===== src/rtl/uart_rx_if.sv =====
// Serial line into uart_rx and the received-byte strobes it presents downstream.
interface uart_rx_if;
    logic       i_rx;
    logic [7:0] o_rx_data;
    logic       o_rx_data_valid;
    logic       o_frame_err;
    logic       o_busy;

    modport master (
        input  i_rx,
        output o_rx_data, o_rx_data_valid, o_frame_err, o_busy
    );
    modport slave (
        output i_rx,
        input  o_rx_data, o_rx_data_valid, o_frame_err, o_busy
    );
endinterface


===== src/rtl/uart_rx.sv =====
// 8N1 UART receiver: synchronizes the serial line, samples each bit at mid-period
// and emits a one-cycle valid pulse per good byte or a frame-error pulse per bad stop bit.
module uart_rx #(
    parameter int CLKS_PER_BIT = 434
) (
    input  logic      i_clk,
    input  logic      i_rst,
    uart_rx_if.master bus
);
    localparam int CW = $clog2(CLKS_PER_BIT);
    localparam int H  = CLKS_PER_BIT / 2;
    localparam logic [CW-1:0] HALF_LAST = CW'(H - 1);
    localparam logic [CW-1:0] BIT_LAST  = CW'(CLKS_PER_BIT - 1);

    typedef enum logic [1:0] {IDLE, START, DATA, STOP} state_t;

    state_t        state, state_next;
    logic [CW-1:0] count, count_next;
    logic [2:0]    bit_idx, bit_idx_next;
    logic [7:0]    shift, shift_next;
    logic [7:0]    data, data_next;
    logic          valid, valid_next;
    logic          err, err_next;
    logic          rx_meta, rx_s, rx_s_d;
    logic          start_edge;

    // Resetting the synchronizer low means a line stuck low must go high before a start is seen.
    always_ff @(posedge i_clk) begin
        if (i_rst) begin
            rx_meta <= 1'b0;
            rx_s    <= 1'b0;
            rx_s_d  <= 1'b0;
        end else begin
            rx_meta <= bus.i_rx;
            rx_s    <= rx_meta;
            rx_s_d  <= rx_s;
        end
    end

    assign start_edge = rx_s_d & ~rx_s;

    always_ff @(posedge i_clk) begin
        if (i_rst) begin
            state   <= IDLE;
            count   <= '0;
            bit_idx <= '0;
            shift   <= '0;
            data    <= '0;
            valid   <= 1'b0;
            err     <= 1'b0;
        end else begin
            state   <= state_next;
            count   <= count_next;
            bit_idx <= bit_idx_next;
            shift   <= shift_next;
            data    <= data_next;
            valid   <= valid_next;
            err     <= err_next;
        end
    end

    always_comb begin
        state_next   = state;
        count_next   = count + 1'b1;
        bit_idx_next = bit_idx;
        shift_next   = shift;
        data_next    = data;
        valid_next   = 1'b0;
        err_next     = 1'b0;
        unique case (state)
            IDLE: begin
                if (start_edge) begin
                    count_next = '0;
                    state_next = START;
                end
            end
            START: begin
                if (count == HALF_LAST) begin
                    if (rx_s) begin
                        state_next = IDLE;
                    end else begin
                        count_next   = '0;
                        bit_idx_next = '0;
                        state_next   = DATA;
                    end
                end
            end
            DATA: begin
                if (count == BIT_LAST) begin
                    count_next   = '0;
                    shift_next   = {rx_s, shift[7:1]};
                    bit_idx_next = bit_idx + 1'b1;
                    if (bit_idx == 3'd7) begin
                        state_next = STOP;
                    end
                end
            end
            STOP: begin
                // Returning to IDLE at mid-stop-bit lets a back-to-back start edge be caught.
                if (count == BIT_LAST) begin
                    count_next = '0;
                    state_next = IDLE;
                    if (rx_s) begin
                        data_next  = shift;
                        valid_next = 1'b1;
                    end else begin
                        err_next = 1'b1;
                    end
                end
            end
            default: state_next = IDLE;
        endcase
    end

    assign bus.o_rx_data       = data;
    assign bus.o_rx_data_valid = valid;
    assign bus.o_frame_err     = err;
    assign bus.o_busy          = (state != IDLE);
endmodule


===== src/flat_wrapper.sv =====
// flat-port wrapper written by rule: the top's interface ports become plain ports
module uart_rx_flat 
#(
    parameter int CLKS_PER_BIT = 434
)
  (i_clk, i_rst, bus_i_rx, bus_o_rx_data, bus_o_rx_data_valid, bus_o_frame_err, bus_o_busy);
  uart_rx_if bus_i ();
  input  logic i_clk;
  input  logic i_rst;
  input wire logic [$bits(bus_i.i_rx)-1:0] bus_i_rx;
  output wire logic [$bits(bus_i.o_rx_data)-1:0] bus_o_rx_data;
  output wire logic [$bits(bus_i.o_rx_data_valid)-1:0] bus_o_rx_data_valid;
  output wire logic [$bits(bus_i.o_frame_err)-1:0] bus_o_frame_err;
  output wire logic [$bits(bus_i.o_busy)-1:0] bus_o_busy;
  assign bus_i.i_rx = bus_i_rx;
  assign bus_o_rx_data = bus_i.o_rx_data;
  assign bus_o_rx_data_valid = bus_i.o_rx_data_valid;
  assign bus_o_frame_err = bus_i.o_frame_err;
  assign bus_o_busy = bus_i.o_busy;
  uart_rx #(.CLKS_PER_BIT(CLKS_PER_BIT)) u_core (.i_clk(i_clk), .i_rst(i_rst), .bus(bus_i));
endmodule

===== config.mk =====
export PLATFORM = sky130hd
export DESIGN_NAME = uart_rx_flat
export DESIGN_NICKNAME = d
export VERILOG_FILES = /design/src/rtl/uart_rx_if.sv /design/src/rtl/uart_rx.sv /design/src/flat_wrapper.sv
export SDC_FILE = /design/constraint.sdc
export NUM_CORES = 1
export LEC_CHECK = 0
export ABC_AREA = 1
export BUFFER_PORTS_ARGS = -buffer_cell sky130_fd_sc_hd__buf_4
export CELL_PAD_IN_SITES_DETAIL_PLACEMENT = 0
export CELL_PAD_IN_SITES_GLOBAL_PLACEMENT = 1
export CORE_ASPECT_RATIO = 1.75
export CORE_MARGIN = 4
export CORE_UTILIZATION = 45
export DETAILED_ROUTE_END_ITERATION = 10
export PLACE_DENSITY_LB_ADDON = 0.1
export SETUP_SLACK_MARGIN = 0.02
export SLEW_MARGIN = 20
export SYNTH_ARGS = -nofsm -noshare
export SYNTH_HDL_FRONTEND = slang
export SYNTH_SLANG_ARGS = --single-unit

===== constraint.sdc =====
create_clock -name i_clk -period 3.3 [get_ports i_clk]
set_input_delay 0.495 -clock i_clk [delete_from_list [all_inputs] [get_ports i_clk]]
set_output_delay 0.495 -clock i_clk [all_outputs]
set_load 0.005 [all_outputs]

==> Word-level counts from Yosys, hierarchy flattened <==
Index checks and enable logic that the tools add are counted.
{ "totals": {"regBits": 35, "wordCells": 55, "input_bits": 3} }
{ "classes": {"muxes": 18, "n_eq_ne": 12, "bitwise_logic": 4, "n_addsub": 2, "reduce_logical": 9} }
{ "op_table": {"columns": ["op", "count"], "rows": [
  ["two-way mux 9 bit", 4],
  ["one-hot mux 9 bit (3 select lines)", 1],
  ["two-way mux 2 bit", 6],
  ["inequality test 2 x 1 -> 1 bit (second input constant)", 5],
  ["adder 9 x 1 -> 9 bit (second input constant)", 1],
  ["== test 9 x 8 -> 1 bit (second input constant)", 1],
  ["== test 9 bit (second input constant)", 1],
  ["two-way mux 3 bit", 3],
  ["one-hot mux 2 bit (4 select lines)", 1],
  ["one-hot mux 3 bit (2 select lines)", 1],
  ["AND reduction 5 bit", 1],
  ["== test 2 bit (second input constant)", 2],
  ["AND reduction 4 bit", 1],
  ["nonzero test 2 bit", 2],
  ["adder 3 x 1 -> 3 bit (second input constant)", 1],
  ["== test 3 bit (second input constant)", 1],
  ["inverter 1 bit", 3],
  ["AND reduction 3 bit", 1],
  ["OR reduction 3 bit", 1],
  ["== test 2 x 1 -> 1 bit (second input constant)", 1],
  ["logical NOT 2 bit", 1],
  ["two-way mux 1 bit", 2],
  ["inequality test 2 bit (second input constant)", 1],
  ["AND reduction 2 bit", 1],
  ["2 further kinds", 2]
]} }

==> Depth between registers and ports, before layout <==
{ "depth": {"depth_word": 4, "mapped_depth": 11, "depth_no_buf": 11} }

==> Worst setup path before layout <==
Ideal clock, no wire load.
{ "synth_path": {"kind": "flip-flop to flip-flop", "startpoint": "reg u_core.count[0]", "endpoint": "reg u_core.count[3]", "setup_slack_ns": 1.962, "setup_ns": 0.124, "n_path_buf": 0, "t_arrival_ns": 1.213, "synth_period_minus_slack_ns": 1.338, "stages_incl_launch_ff": 9, "t_required_ns": 3.176, "cell_sequence": "dfxtp_1 ha_1 nand2_1 nor2_1 nand2_2 nand2_1 nand2_1 o21ai_4 nor3b_1"} }
{ "synth_between": {"elab_chain_cells": 4, "elab_cells_between_ends": 8, "classes_between": "add/sub: 1; eq/ne: 2; mux: 5"} }
{ "synth_lines": {"columns": ["element", "line", "text"], "rows": [
  ["from (decl)", "uart_rx.sv:18", "logic [CW-1:0] count, count_next;"],
  ["from (signal assigned)", "uart_rx.sv:53", "count <= count_next;"],
  ["adder 9 x 1 -> 9 bit", "uart_rx.sv:64", "count_next = count + 1'b1;"],
  ["two-way mux 9 bit", "uart_rx.sv:79", "if (rx_s) begin"],
  ["two-way mux 9 bit", "uart_rx.sv:78", "if (count == HALF_LAST) begin"],
  ["one-hot mux 9 bit (3 select lines) *", "uart_rx.sv:70", "unique case (state)"]
]} }
Mark *: on every way between the ends. The rest lies on a longest branch, timed or not.
A chain may end at the register's enable or synchronous reset.

==> Final worst setup path <==
{ "layout_path": {"startpoint": "reg u_core.count[0]", "endpoint": "reg u_core.shift[0]"} }
{ "layout_between": {"elab_chain_cells": 2} }
{ "layout_lines": {"columns": ["element", "line", "text"], "rows": [
  ["== test 9 bit", "uart_rx.sv:89", "if (count == BIT_LAST) begin"],
  ["AND reduction 2 bit (no source line)", null, null],
  ["to (signal assigned)", "uart_rx.sv:55", "shift <= shift_next;"],
  ["to (decl)", "uart_rx.sv:20", "logic [7:0] shift, shift_next;"]
]} }
No other way between the ends.

==> impl_results.md <==
* Outcome: finished clean
* Psw at 0.293 mW
* Leakage at about 0.74 nW
* Clock slew at reported path FFs at 0.07 ns
* Final Hold Viols at 0
* Root Driver: clkbuf_8
* Max Cap Viol at 0
* VDD IR max at around 0.00069 V
* # DRC at 0
* Setup crit end kind: flop
* Core area at ~3100 um2
* GRT Total Usage at approximately 17%
* Placed cell areas at approximately 1600 um2
* TritonCTS Buffers at 5
* Required time of the critical path at 3.48 ns
* Die Span Y at between 80 and 90 um
* Syn_area_per_cell at 7.64 um2
* Post-CTS Hold Fix Bufs at 0
* Pre-antenna DRT Iters at 4
* Unique masters post-synth at 21
* Minimum clock period at 1.64 ns
* Post-synthesis mux area share at 0%
* Reg power frac at 42.7%
* Most frequent cells in the layout: dfxtp_1 (35), nand2_1 (34), nor2_1 (33), inv_1 (20), a21oi_1 (15)
* Slew Limit Fails at 0
* Kind of critical path: flop to flop
* Count of state elements after synthesis at 35
* Post-synthesis simple-gate area fraction at a little over a quarter
* Max Freq at between 0.6 and 0.7 GHz
* CP arrival at between 1.5 and 2 ns
* Post-cts sizing count at 0
* Crit-path max FO at 11
* Initial DRC Count at 28
* Worst Tran Pin Value at roughly 0.43 ns
* WL/cell at 11.8 um
* Clock Path Buffers at 2
* Starting Density at a little under half
* Switching share of total power at a little over a quarter
* Syn Nets at about 200
* Synth warn at 0
* Pwr per Cell Area at ~640 nW/um2
* Internal Power at a little over 0.8 mW
* DIE WIDTH at just over 50 um
* Global-route wire length before repair at approximately 5.3 mm
* Core Rows at 27
* Setup repair bufs after CTS at 0
* P&R area growth vs syn at 18.2%
* Logic pwr share at between 15 and 20%
* Compound-gate portion of the synthesized area at 10.3%
* Clock Power Share at roughly two fifths
* Xor and xnor fraction of the mapped netlist area at between 3 and 4%
* Cells on worst reg2reg path at 8
* Cells after Synth at 191
* Post-route ant nets at 0
* CTS tree: built
* Sink Count at 35
* Synth Cell Area at 1460 um2
* RePlAce Congestion at ~0.83
* Initial antenna violation count at 0
* Largest net degree at the start of global routing at 18
* Largest family of logic cells by synthesized area: simple AND/OR/NAND/NOR gates
* # diodes at 0
* Fin nets at between 200 and 250
* Filler instances at 320
* Drt via density at 4.75
* Worst hold endpoint: u_core.rx_meta$_SDFF_PP0_
* CP Launch Type: flop
* Grt ovf at 0
* Io pins at 14
* Worst slew margin at a little under three quarters
* Vias in the first global route at between 1000 and 1500
* Finished Cell Area at roughly 1700 um2
* Worst-Skew Late Latency at about 0.29 ns
* Adder-cell share of the synthesized area at between 4 and 5%
* Reg2Reg Setup Slack at 1.66 ns
* HP Class: input port to flop
* HP Start: bus_i_rx
* Commonest non-fill, non-tap cell in the layout: dfxtp_1
* Sequential element share of the synthesized area at 48.0%
* IO buf count at 13
* R2r endpoint: u_core.shift[0]$_SDFFE_PP0P_
* Final worst path period share at approximately 50%
* Worst clock skew at roughly 0.0046 ns
* Layout cells sized above 1 at 14.5%
* Routed WL at 2.96 mm
* Setup_tns at 0 ns
* Vias post-DR at roughly 1200
* Hold depth at 3
* Final HPWL DP at around 2.3 mm
* RSZ-0062 raised after global routing: no
* H-tree depth at 2
* Reg2reg start: u_core.count[0]$_SDFF_PP0_
* Total die area at between 4000 and 5000 um2
* Setup violations, final at 0
per-stage QoR:
stage	total power [mW]	util, %	instances	worst slack [ns]	hold slack [ns]
finish	1.10	54.9	250	1.66	0.407
global route	1.18	54.9	250	1.41	0.409
CTS	1.12	54.9	250	1.63	0.398
detailed placement	0.659	50.5	242	1.65	0.402
global placement	0.651	50.5	242	1.70	0.394
floorplan	0.610	-	191	1.96	0.388
power groups by stage:
stage / logic (mW) / registers, mW / clock network, mW
after floorplan: 0.138 / 0.472 / 0
after global placement: 0.173 / 0.478 / 0
after detailed placement: 0.178 / 0.481 / 0
after CTS: 0.179 / 0.471 / 0.470
after global routing: 0.212 / 0.475 / 0.490
final: 0.175 / 0.470 / 0.457
logic make-up after synthesis:
logic type / after synthesis
and+or+nand+nor: 92
xor gates and xnor gates: 6
buffers and inverters: 26
DFF: 35
adders and majority gates: 5
AOI/OAI and AO/OA: 27
cell usage after synthesis (all sizes together):
cell,count,share of area (%)
nand3,14,4.8
nor3b,1,0.51
xnor2,2,1.2
ha,5,4.3
nor3,4,1.4
nand2,37,10
buf,2,0.77
inv,21,5.4
xor2,4,2.4
a21oi,15,5.1
nor2,36,10
o21ai,12,5.1
clkbuf,3,0.77
dfxtp,35,48
worst max-delay path by stage:
stage | cells after the start | to | from
6_report | 8 | u_core.shift[0]$_SDFFE_PP0P_ | u_core.count[0]$_SDFF_PP0_
3_3_place_gp | 8 | u_core.shift[0]$_SDFFE_PP0P_ | u_core.count[0]$_SDFF_PP0_
2_1_floorplan | 8 | u_core.count[3]$_SDFF_PP0_ | u_core.count[0]$_SDFF_PP0_
4_1_cts | 8 | u_core.shift[0]$_SDFFE_PP0P_ | u_core.count[0]$_SDFF_PP0_
5_1_grt | 8 | u_core.shift[3]$_SDFFE_PP0P_ | u_core.count[0]$_SDFF_PP0_
3_5_place_dp | 8 | u_core.shift[0]$_SDFFE_PP0P_ | u_core.count[0]$_SDFF_PP0_
per-layer routing:
metal | global-route usage [%] | vias up | share of wire (%)
li1 | - | 634 | -
met1 | 15.5 | 536 | 37
met2 | 30.4 | 11 | 58
met3 | 5.39 | 6 | 2.9
met4 | 8.58 | 0 | 2.0
met5 | 0 | - | 0
flip-flops by register name (all words and copies together), names as in the netlist, named ones only:
signal                      flops
u_core.count                    9
u_core.bus.o_rx_data            8
u_core.shift                    8
u_core.bit_idx                  3
u_core.bus.o_frame_err          1
u_core.bus.o_rx_data_valid      1
u_core.rx_meta                  1
u_core.rx_s                     1
u_core.rx_s_d                   1
u_core.state                    1
area by class of cell:
type	count	area, um2	area share [%]
repair buffers	13	97.6	5.66
well taps	43	53.8	3.12
inverters	21	78.8	4.57
clock buffers	5	68.8	3.99
multi-input cells	130	657	38.1
clock inverters	3	67.6	3.92
flip-flops and latches	35	701	40.6
worst max-delay path, cell delays in order (launching register included):
cell,delay (ns)
dfxtp_1,0.40
ha_1,0.17
nand2_1,0.05
nor2_1,0.12
nand2_2,0.12
nor2_2,0.29
inv_1,0.19
nor2_1,0.13
nor2_1,0.05
Power figures use the tool's default switching activity.
